$ cat src/rtl/serializer_link_arbiter_pkg.sv
// Shared definitions for the flit-to-phit serializer arbiter:
// state encoding, default widths and the clog2 helper.
package serializer_link_arbiter_pkg;

  localparam int INPUT_SIZE_DEF  = 32;
  localparam int OUTPUT_SIZE_DEF = 4;

  localparam logic [1:0] ENC_IDLE = 2'd0;
  localparam logic [1:0] ENC_LOAD = 2'd1;
  localparam logic [1:0] ENC_SER  = 2'd2;

  typedef enum logic [1:0] {
    ST_IDLE = ENC_IDLE,
    ST_LOAD = ENC_LOAD,
    ST_SER  = ENC_SER
  } state_t;

  // Smallest r with 2**r >= value (0 for value <= 1).
  function automatic int clog2(input int value);
    int r;
    r = 0;
    for (int i = 0; i < 31; i++)
      if ((1 << i) < value) r = i + 1;
    return r;
  endfunction

  // Flit width must be an exact multiple of the phit width.
  function automatic int phit_number(input int in_w, input int out_w);
    return in_w / out_w;
  endfunction

endpackage

$ cat src/rtl/serializer_link_arbiter_if.sv
// Link-side bundle: FIFO empties and link ready in, pop/select/serializer
// controls out. master = arbiter, slave = FIFOs/datapath/environment.
interface serializer_link_arbiter_if #(
  parameter int NUM_PORTS = 4,
  parameter int SEL_W     = (NUM_PORTS > 1) ? serializer_link_arbiter_pkg::clog2(NUM_PORTS) : 1
);
  logic [NUM_PORTS-1:0] fifo_empty;
  logic                 link_ready;
  logic [NUM_PORTS-1:0] read_fifo;
  logic [SEL_W-1:0]     grant_sel;
  logic                 shift_register_load;
  logic                 shift_enable;
  logic                 phit_valid;
  logic                 last_phit;
  logic                 serializer_idle;

  modport master (
    input  fifo_empty, link_ready,
    output read_fifo, grant_sel, shift_register_load, shift_enable,
           phit_valid, last_phit, serializer_idle
  );

  modport slave (
    output fifo_empty, link_ready,
    input  read_fifo, grant_sel, shift_register_load, shift_enable,
           phit_valid, last_phit, serializer_idle
  );
endinterface

$ cat src/rtl/serializer_link_arbiter_rr.sv
// Combinational round-robin picker: search starts one past the pointer,
// so the port served last has the lowest priority.
module rr_arbiter
  import serializer_link_arbiter_pkg::*;
#(
  parameter int NUM_PORTS = 4,
  parameter int SEL_W     = 2
) (
  input  logic [NUM_PORTS-1:0] req,
  input  logic [SEL_W-1:0]     ptr,
  output logic [NUM_PORTS-1:0] gnt_oh,
  output logic [SEL_W-1:0]     gnt_enc,
  output logic                 gnt_valid
);

  // First requester found walking ptr+1, ptr+2, ... wrapping at NUM_PORTS.
  always_comb begin
    logic [SEL_W-1:0] idx;
    gnt_oh    = '0;
    gnt_enc   = '0;
    gnt_valid = 1'b0;
    idx       = '0;
    for (int i = 1; i <= NUM_PORTS; i++) begin
      idx = SEL_W'((int'(ptr) + i) % NUM_PORTS);
      if (!gnt_valid && req[idx]) begin
        gnt_valid    = 1'b1;
        gnt_oh[idx]  = 1'b1;
        gnt_enc      = idx;
      end
    end
  end

endmodule

$ cat src/rtl/serializer_link_arbiter.sv
// Shares one flit serializer between NUM_PORTS flit FIFOs. IDLE picks a
// port, LOAD pops it into the shift register for one cycle, SER walks the
// phits out one per accepted link cycle and chains straight into the next
// LOAD when another port is waiting.
module serializer_link_arbiter
  import serializer_link_arbiter_pkg::*;
#(
  parameter int NUM_PORTS   = 4,
  parameter int INPUT_SIZE  = INPUT_SIZE_DEF,
  parameter int OUTPUT_SIZE = OUTPUT_SIZE_DEF
) (
  input logic                         clk,
  input logic                         reset,
  serializer_link_arbiter_if.master   lnk
);

  localparam int PHIT_NUMBER = phit_number(INPUT_SIZE, OUTPUT_SIZE);
  localparam int SEL_W       = (NUM_PORTS > 1) ? clog2(NUM_PORTS) : 1;
  localparam int CNT_W       = (PHIT_NUMBER > 1) ? clog2(PHIT_NUMBER) : 1;
  localparam logic [CNT_W-1:0] CNT_LAST = CNT_W'(PHIT_NUMBER - 1);

  state_t               state;
  logic [SEL_W-1:0]     ptr;
  logic [CNT_W-1:0]     cnt;
  logic [SEL_W-1:0]     grant_sel;
  logic [NUM_PORTS-1:0] read_fifo;
  logic                 load;
  logic                 phit_valid;
  logic                 last_phit;
  logic                 idle;

  logic [NUM_PORTS-1:0] gnt_oh;
  logic [SEL_W-1:0]     gnt_enc;
  logic                 gnt_valid;

  rr_arbiter #(.NUM_PORTS(NUM_PORTS), .SEL_W(SEL_W)) u_rr (
    .req       (~lnk.fifo_empty),
    .ptr       (ptr),
    .gnt_oh    (gnt_oh),
    .gnt_enc   (gnt_enc),
    .gnt_valid (gnt_valid)
  );

  // Controller FSM with registered outputs; pointer moves to the served
  // port in LOAD so that port drops to lowest priority for the next pick.
  always_ff @(posedge clk) begin
    if (!reset) begin
      state      <= ST_IDLE;
      ptr        <= SEL_W'(NUM_PORTS - 1);
      cnt        <= '0;
      grant_sel  <= '0;
      read_fifo  <= '0;
      load       <= 1'b0;
      phit_valid <= 1'b0;
      last_phit  <= 1'b0;
      idle       <= 1'b1;
    end else begin
      case (state)
        ST_IDLE: begin
          if (gnt_valid) begin
            state     <= ST_LOAD;
            grant_sel <= gnt_enc;
            read_fifo <= gnt_oh;
            load      <= 1'b1;
            idle      <= 1'b0;
          end
        end
        ST_LOAD: begin
          state      <= ST_SER;
          ptr        <= grant_sel;
          cnt        <= '0;
          read_fifo  <= '0;
          load       <= 1'b0;
          phit_valid <= 1'b1;
          last_phit  <= (PHIT_NUMBER == 1);
        end
        ST_SER: begin
          // link_ready low: counter and shift register hold.
          if (lnk.link_ready) begin
            if (cnt == CNT_LAST) begin
              phit_valid <= 1'b0;
              last_phit  <= 1'b0;
              if (gnt_valid) begin
                state     <= ST_LOAD;
                grant_sel <= gnt_enc;
                read_fifo <= gnt_oh;
                load      <= 1'b1;
              end else begin
                state <= ST_IDLE;
                idle  <= 1'b1;
              end
            end else begin
              cnt       <= cnt + CNT_W'(1);
              last_phit <= ((cnt + CNT_W'(1)) == CNT_LAST);
            end
          end
        end
        default: begin
          state      <= ST_IDLE;
          read_fifo  <= '0;
          load       <= 1'b0;
          phit_valid <= 1'b0;
          last_phit  <= 1'b0;
          idle       <= 1'b1;
        end
      endcase
    end
  end

  // Only shift_enable sees link_ready combinationally.
  assign lnk.shift_enable        = (state == ST_SER) && lnk.link_ready;
  assign lnk.read_fifo           = read_fifo;
  assign lnk.grant_sel           = grant_sel;
  assign lnk.shift_register_load = load;
  assign lnk.phit_valid          = phit_valid;
  assign lnk.last_phit           = last_phit;
  assign lnk.serializer_idle     = idle;

endmodule

$ cat src/flat_wrapper.sv
// flat-port wrapper written by rule: the top's interface ports become plain ports
module serializer_link_arbiter_flat import serializer_link_arbiter_pkg::*;
#(
  parameter int NUM_PORTS   = 4,
  parameter int INPUT_SIZE  = INPUT_SIZE_DEF,
  parameter int OUTPUT_SIZE = OUTPUT_SIZE_DEF
)
  (clk, reset, lnk_fifo_empty, lnk_link_ready, lnk_read_fifo, lnk_grant_sel, lnk_shift_register_load, lnk_shift_enable, lnk_phit_valid, lnk_last_phit, lnk_serializer_idle);
  serializer_link_arbiter_if #(.NUM_PORTS(NUM_PORTS)) lnk_i ();
  input logic clk;
  input logic reset;
  input wire logic [$bits(lnk_i.fifo_empty)-1:0] lnk_fifo_empty;
  input wire logic [$bits(lnk_i.link_ready)-1:0] lnk_link_ready;
  output wire logic [$bits(lnk_i.read_fifo)-1:0] lnk_read_fifo;
  output wire logic [$bits(lnk_i.grant_sel)-1:0] lnk_grant_sel;
  output wire logic [$bits(lnk_i.shift_register_load)-1:0] lnk_shift_register_load;
  output wire logic [$bits(lnk_i.shift_enable)-1:0] lnk_shift_enable;
  output wire logic [$bits(lnk_i.phit_valid)-1:0] lnk_phit_valid;
  output wire logic [$bits(lnk_i.last_phit)-1:0] lnk_last_phit;
  output wire logic [$bits(lnk_i.serializer_idle)-1:0] lnk_serializer_idle;
  assign lnk_i.fifo_empty = lnk_fifo_empty;
  assign lnk_i.link_ready = lnk_link_ready;
  assign lnk_read_fifo = lnk_i.read_fifo;
  assign lnk_grant_sel = lnk_i.grant_sel;
  assign lnk_shift_register_load = lnk_i.shift_register_load;
  assign lnk_shift_enable = lnk_i.shift_enable;
  assign lnk_phit_valid = lnk_i.phit_valid;
  assign lnk_last_phit = lnk_i.last_phit;
  assign lnk_serializer_idle = lnk_i.serializer_idle;
  serializer_link_arbiter #(.NUM_PORTS(NUM_PORTS), .INPUT_SIZE(INPUT_SIZE), .OUTPUT_SIZE(OUTPUT_SIZE)) u_core (.clk(clk), .reset(reset), .lnk(lnk_i));
endmodule
$ cat config.mk
export PLATFORM = sky130hd
export DESIGN_NAME = serializer_link_arbiter_flat
export DESIGN_NICKNAME = d
export VERILOG_FILES = /design/src/rtl/serializer_link_arbiter_pkg.sv /design/src/rtl/serializer_link_arbiter_if.sv /design/src/rtl/serializer_link_arbiter_rr.sv /design/src/rtl/serializer_link_arbiter.sv /design/src/flat_wrapper.sv
export SDC_FILE = /design/constraint.sdc
export NUM_CORES = 1
export LEC_CHECK = 0
export ABC_AREA = 0
export BUFFER_PORTS_ARGS = -buffer_cell sky130_fd_sc_hd__buf_2
export CAP_MARGIN = 20
export CORE_UTILIZATION = 56
export CTS_CLUSTER_DIAMETER = 30
export DETAILED_ROUTE_END_ITERATION = 8
export HOLD_SLACK_MARGIN = 0.12
export PLACE_DENSITY = 0.88
export RECOVER_POWER = 25
export SLEW_MARGIN = 25
export SYNTH_ARGS = -nofsm -noshare
export SYNTH_HDL_FRONTEND = slang
export SYNTH_HIERARCHICAL = 1
export SYNTH_SLANG_ARGS = --single-unit
$ cat constraint.sdc
create_clock -name clk -period 2.6 [get_ports clk]
set_clock_uncertainty 0.1 [all_clocks]
set_input_delay 0.39 -clock clk [delete_from_list [all_inputs] [get_ports clk]]
set_output_delay 0.39 -clock clk [all_outputs]
set_load 0.005 [all_outputs]
# Word level (Yosys, flattened, before mapping)
# Cells that the tools add are included.
# word_totals
ff_bits	17
# op_classes
n_addsub	5
magnitude_cmp	8
n_eq_ne	9
mux	59
bitwise_logic	6
reduce_logical	21
# op_table
cell	count
$mux 4	7
$mux 1	24
$mux 2	10
$lt 2x3->1 const B	4
$or 4x4->4	3
$reduce_and 3->1	4
$bmux 1 s2	4
$demux 1 s2	4
$ge 2x1->1 const B	4
$logic_and 1x1->1	8
$pmux 4 s2	1
$eq 3x3->1 const B	2
$mux 3	2
$ne 2x2->1 const B	3
$pmux 1 s3	2
$pmux 2 s3	1
$pmux 3 s2	1
$reduce_and 5->1	1
$add 2x1->2 const B	2
$add 2x2->2 const B	2
$ne 2x1->1 const B	2
$not 4->4	1
$pmux 1 s2	2
$pmux 2 s2	1
8 further kinds	13

# Longest topological paths before layout
# logic_depth
word_depth	17
depth_mapped	10
ltp_nobuf	8

# By module
# Netlist, hierarchy kept.
# by_module_without_submodules
mod	n_inst	cells_each	area_each_um2	seq_area_each_um2
serializer_link_arbiter	1	76	759.5	340.3
rr_arbiter	1	68	525.5	0.0

# Worst setup path after synthesis
# OpenSTA, ideal clock, no wires.
# synth_timing
path_kind	flip-flop to flip-flop
from	register u_core.ptr[0]
to	register u_core.read_fifo[3], in the netlist u_core/lnk.read_fifo[3]
setup_ns	0.117
t_arrival_ns	1.996
required_ns	2.383
path_slack_ns	0.387
stages_incl_launch_ff	9
synth_period_minus_slack_ns	2.213
cell_sequence	dfxtp_1 > buf_4 > inv_2 > ha_1 > buf_6 > mux2i_4 > o21ai_1 > a221o_1 > a32o_2
# synth_via
elab_chain_len	17
# synth_rtl
item	line	text
start: declaration	serializer_link_arbiter.sv:23	logic [SEL_W-1:0] ptr;
start signal: assignment	serializer_link_arbiter.sv:49	ptr <= SEL_W'(NUM_PORTS - 1);
start signal: assignment	serializer_link_arbiter.sv:70	ptr <= grant_sel;
branches (longest 12 deep; another with $lt 2x3->1)	--	
$mux 4 *	serializer_link_arbiter_rr.sv:25	if (!gnt_valid && req[idx]) begin
named net u_core.gnt_oh[3]	serializer_link_arbiter.sv:32	logic [NUM_PORTS-1:0] gnt_oh;
$mux 4 *	serializer_link_arbiter.sv:60, serializer_link_arbiter.sv:83	
$mux 4	serializer_link_arbiter.sv:80	if (cnt == CNT_LAST) begin
$mux 4	serializer_link_arbiter.sv:79	if (lnk.link_ready) begin
$pmux 4 s2 *	serializer_link_arbiter.sv:58	case (state)
end signal: assignment	serializer_link_arbiter.sv:63	read_fifo <= gnt_oh;
end signal: assignment	serializer_link_arbiter.sv:86	read_fifo <= gnt_oh;
end: declaration	serializer_link_arbiter.sv:26	logic [NUM_PORTS-1:0] read_fifo;
# Mark *: on every way through the listed nets, which the timed path passes. The select of a mux whose other input is x is not followed.
# A chain may end at the register's enable or synchronous reset.

# Worst setup path after layout
# layout_timing
from	register u_core.ptr[1]
to	register u_core.read_fifo[1], in the netlist u_core/lnk.read_fifo[1]
# The elaborated chain is that of the path after synthesis.

==> metrics.md <==
| Metric | Value |
|---|---|
| Outcome | finished, final reports clean |
| Crit. End Element | register |
| R2R depth | 6 |
| Final setup viols | 0 |
| Die Height | 49.9 um |
| Synth Area in Simple Gates | 19.7% |
| Final period util | 87.9% |
| #FFs+latches synth | 17 |
| Max-Cap Viols | 0 |
| Pint | approximately 490 uW |
| Main synth FF type | dfxtp_1 |
| Cells after DPL | 182 |
| Crit path cell chain | inv_1, ha_1, mux2i_4, o21ai_1, a221o_1, a32o_2 |
| CTS H-tree lvls | 1 |
| Reg2reg end | u_core/lnk.read_fifo[1]$_SDFFE_PN0P_ |
| Root Buffer | clkbuf_4 |
| # diodes | 0 |
| FF-to-FF Start | u_core/ptr[1]$_SDFFE_PN1P_ |
| Period minus WS final | about 2300 ps |
| Synthesis-to-layout area growth | 7.11% |
| CTS Buf Count | 3 |
| Peak VDD IR | 0.470 mV |
| Vias in the first global route | 1069 |
| I/O pin cnt | 18 |
| Tot GR Track Use | a little over a quarter |
| Tightest Pin Transition | 374 ps |
| Most crowded layer after global routing | met2 |
| Commonest non-fill, non-tap cell in the layout | nand2_1 |
| Pwr Density | 562 mW/mm^2 |
| Main combinational cell family by area after synthesis | compound AO/OA/AOI/OAI gates |
| GR Util met3 | 7.72% |
| GRT overflow | 0 |
| Clk network pwr share | 18.3% |
| Largest net degree at the start of global routing | 24 |
| Fmax | between 0.4 and 0.5 GHz |
| Hold Path Class | in2reg |
| DRC | 0 |
| EDFF count, synth | 0 |
| Sequential share of power | ~40% |
| DR WL/cell | 15.5 um |
| DP HPWL | 2060 um |
| Final Non-Filler Cells | 186 |
| Hold Path Depth | 2 |
| Post-layout instance area | 0.00138 mm^2 |
| Crit-path leading delay family | compound AO/OA/AOI/OAI gates |
| Placed inst area | 0.00135 mm^2 |
| Worst EP required | around 2700 ps |
| RSZ-0062 raised after global routing | false |
| Starting Density | slightly above 60% |
| Share of cells above drive strength 1 | between 20% and 30% |
| Global-route wire length before repair | 5050 um |
| Clock transition at the registers of the reported paths | 90 ps |
| Avg Vias per Cell | 6.17 |
| Setup TNS Final | 0 ps |
| Synth Instances | roughly 140 |
| Initial antenna violation count | 0 |
| Max_slew headroom | 75.0% |
| Syn avg cell area | 8.92 um^2 |
| Crit-path max cell delay | 550 ps |
| Sw frac | 36.8% |
| Synth Area in XOR/XNOR | 0% |
| Static Leak | 0.645 nW |
| PortBufs | 17 |
| Detailed-route wire length | 2890 um |
| Hold path start | reset |
| Core area | 0.00206 mm^2 |
| Worst Setup SP | u_core/ptr[1]$_SDFFE_PN1P_ |
| Worst-path maximum fanout | 8 |
| Grt met1 use | 34.6% |
| Clock Sink Count | 17 |
| Post-CTS Setup Bufs | 0 |
| Post_cts resized | 0 |
| Num rows | 16 |
| Final hold viol count | 0 |
| TritonCTS clock tree | built |
| # hold bufs at CTS | 0 |
| Switching Power | 284 uW |
| Router iterations before antenna repair | 4 |
| Commonest cells after routing, fill and taps aside | 18 x nand2_1, 17 x dfxtp_1, 16 x buf_2 |
| Mapped Area | 0.00128 mm^2 |
| Final Max Slew Viols | 0 |
| Compound-cell area share of the yosys netlist | 27.1% |
| Sequential share of the synthesized area | 26.5% |
| Logic gate share of total power | 41.2% |
| Nets@finish | 178 |
| Fraction of registers with async set/reset | 0% |
| Crit Path Category | reg2reg |
| Synth Warn # | 6 |
| Final Core Density | 66.7% |
| Hold Crit Endpoint | u_core/ptr[0]$_SDFFE_PN1P_ |
| Routing usage on met2 | 43.7% |
| Iteration-0 DRC Markers | 38 |
| Die width | 49.9 um |
| Post-synthesis adder-cell area fraction | 10.7% |
| Synth Net Count | 162 |
| DR vias | around 1100 |
| Internal reg-to-reg setup slack | 310 ps |
| Arr. time, crit path | roughly 2400 ps |
| Worst Path Buf+Inv | 1 |
| Global placer's final weighted congestion | 0.798 |
| Worst setup SP type | register |
| Distinct cells, synth | 46 |
| Clock Tree Buf Depth | 2 |
| Mux cell area share after synthesis | 8.18% |
| Final antenna-violating net count | 0 |
| DIE AREA | 0.00249 mm^2 |
| Skew-Pair Late Insertion Delay | 290 ps |
| Slowest CP cell | ha_1 |
## worst reg2reg max path, cell delays in order, from the launching register on
cell,delay [ps]
dfxtp_1,340
inv_1,130
ha_1,550
mux2i_4,400
o21ai_1,140
a221o_1,290
a32o_2,240
## metal layers
layer  up-vias  wire (um)
li1        552          -
met1       545       1300
met2        42       1400
met3         9        141
met4         0         49
met5         -          0
## per-stage QoR
step                worst slack, ps  hold WS, ps  power, mW
floorplan                       387          351      0.569
global placement                494          352      0.616
detailed placement              363          358      0.630
CTS                             338          334      0.771
global route                    247          354      0.822
finish                          314          343      0.773
## cells by family after synthesis
| group | count (synthesis) |
|---|---|
| AO/OA/AOI/OAI | 43 |
| adder cells (fa/ha/maj) | 11 |
| buffers and inverters | 17 |
| flip-flops | 17 |
| multiplexers | 8 |
| AND/OR/NAND/NOR | 48 |
## registers in the layout, summed over array words and instances (netlist names), 2 cells and up
name and count:
u_core/cnt 3, u_core/lnk.read_fifo 4, u_core/lnk.grant_sel 2, u_core/ptr 2
u_core/state 2
## cell type report
| type | count | area [um^2] |
|---|---|---|
| Sequential cell | 17 | 340 |
| Multi-Input combinational cell | 110 | 843 |
| Fill cell | 158 | 686 |
| Tap cell | 27 | 33.8 |
| Clock buffer | 4 | 26.3 |
| Inverter | 9 | 33.8 |
| Timing Repair Buffer | 19 | 98.8 |
## power groups by stage
stage | Clock (mW) | Sequential (mW) | Combinational [mW]
final | 0.142 | 0.313 | 0.318
after global routing | 0.155 | 0.318 | 0.349
after CTS | 0.144 | 0.313 | 0.314
after detailed placement | 0 | 0.318 | 0.312
after global placement | 0 | 0.316 | 0.299
after floorplan | 0 | 0.320 | 0.249
## worst max-delay path by stage
stage,endpoint,slack (ps),cells past startpoint
CTS,u_core/lnk.read_fifo[1]$_SDFFE_PN0P_,340,6
global placement,u_core/lnk.read_fifo[1]$_SDFFE_PN0P_,490,6
finish,u_core/lnk.read_fifo[1]$_SDFFE_PN0P_,310,6
detailed placement,u_core/lnk.read_fifo[1]$_SDFFE_PN0P_,360,6
global route,u_core/lnk.read_fifo[1]$_SDFFE_PN0P_,250,6
floorplan,u_core/lnk.read_fifo[3]$_SDFFE_PN0P_,390,8
## synthesized netlist by cell type, types with 2 or more instances
cell | n | share of area (%)
ha_1 | 11 | 11
nand2b_1 | 4 | 1.9
buf_6 | 4 | 3.5
a21boi_0 | 3 | 1.8
o21ai_1 | 5 | 1.9
nand2_1 | 18 | 5.3
nand3b_1 | 2 | 1.2
nor2_1 | 6 | 1.8
dfxtp_1 | 17 | 26
o21a_1 | 2 | 1.2
a21oi_2 | 2 | 1.4
nand3_1 | 6 | 2.3
a21oi_1 | 5 | 1.9
o21ai_0 | 7 | 2.7
buf_2 | 2 | 0.78
a32o_2 | 4 | 3.5
nor2b_1 | 2 | 0.97
mux2i_1 | 6 | 4.7
inv_1 | 8 | 2.3
a221o_1 | 4 | 3.1
Power figures use the tool's default switching activity.
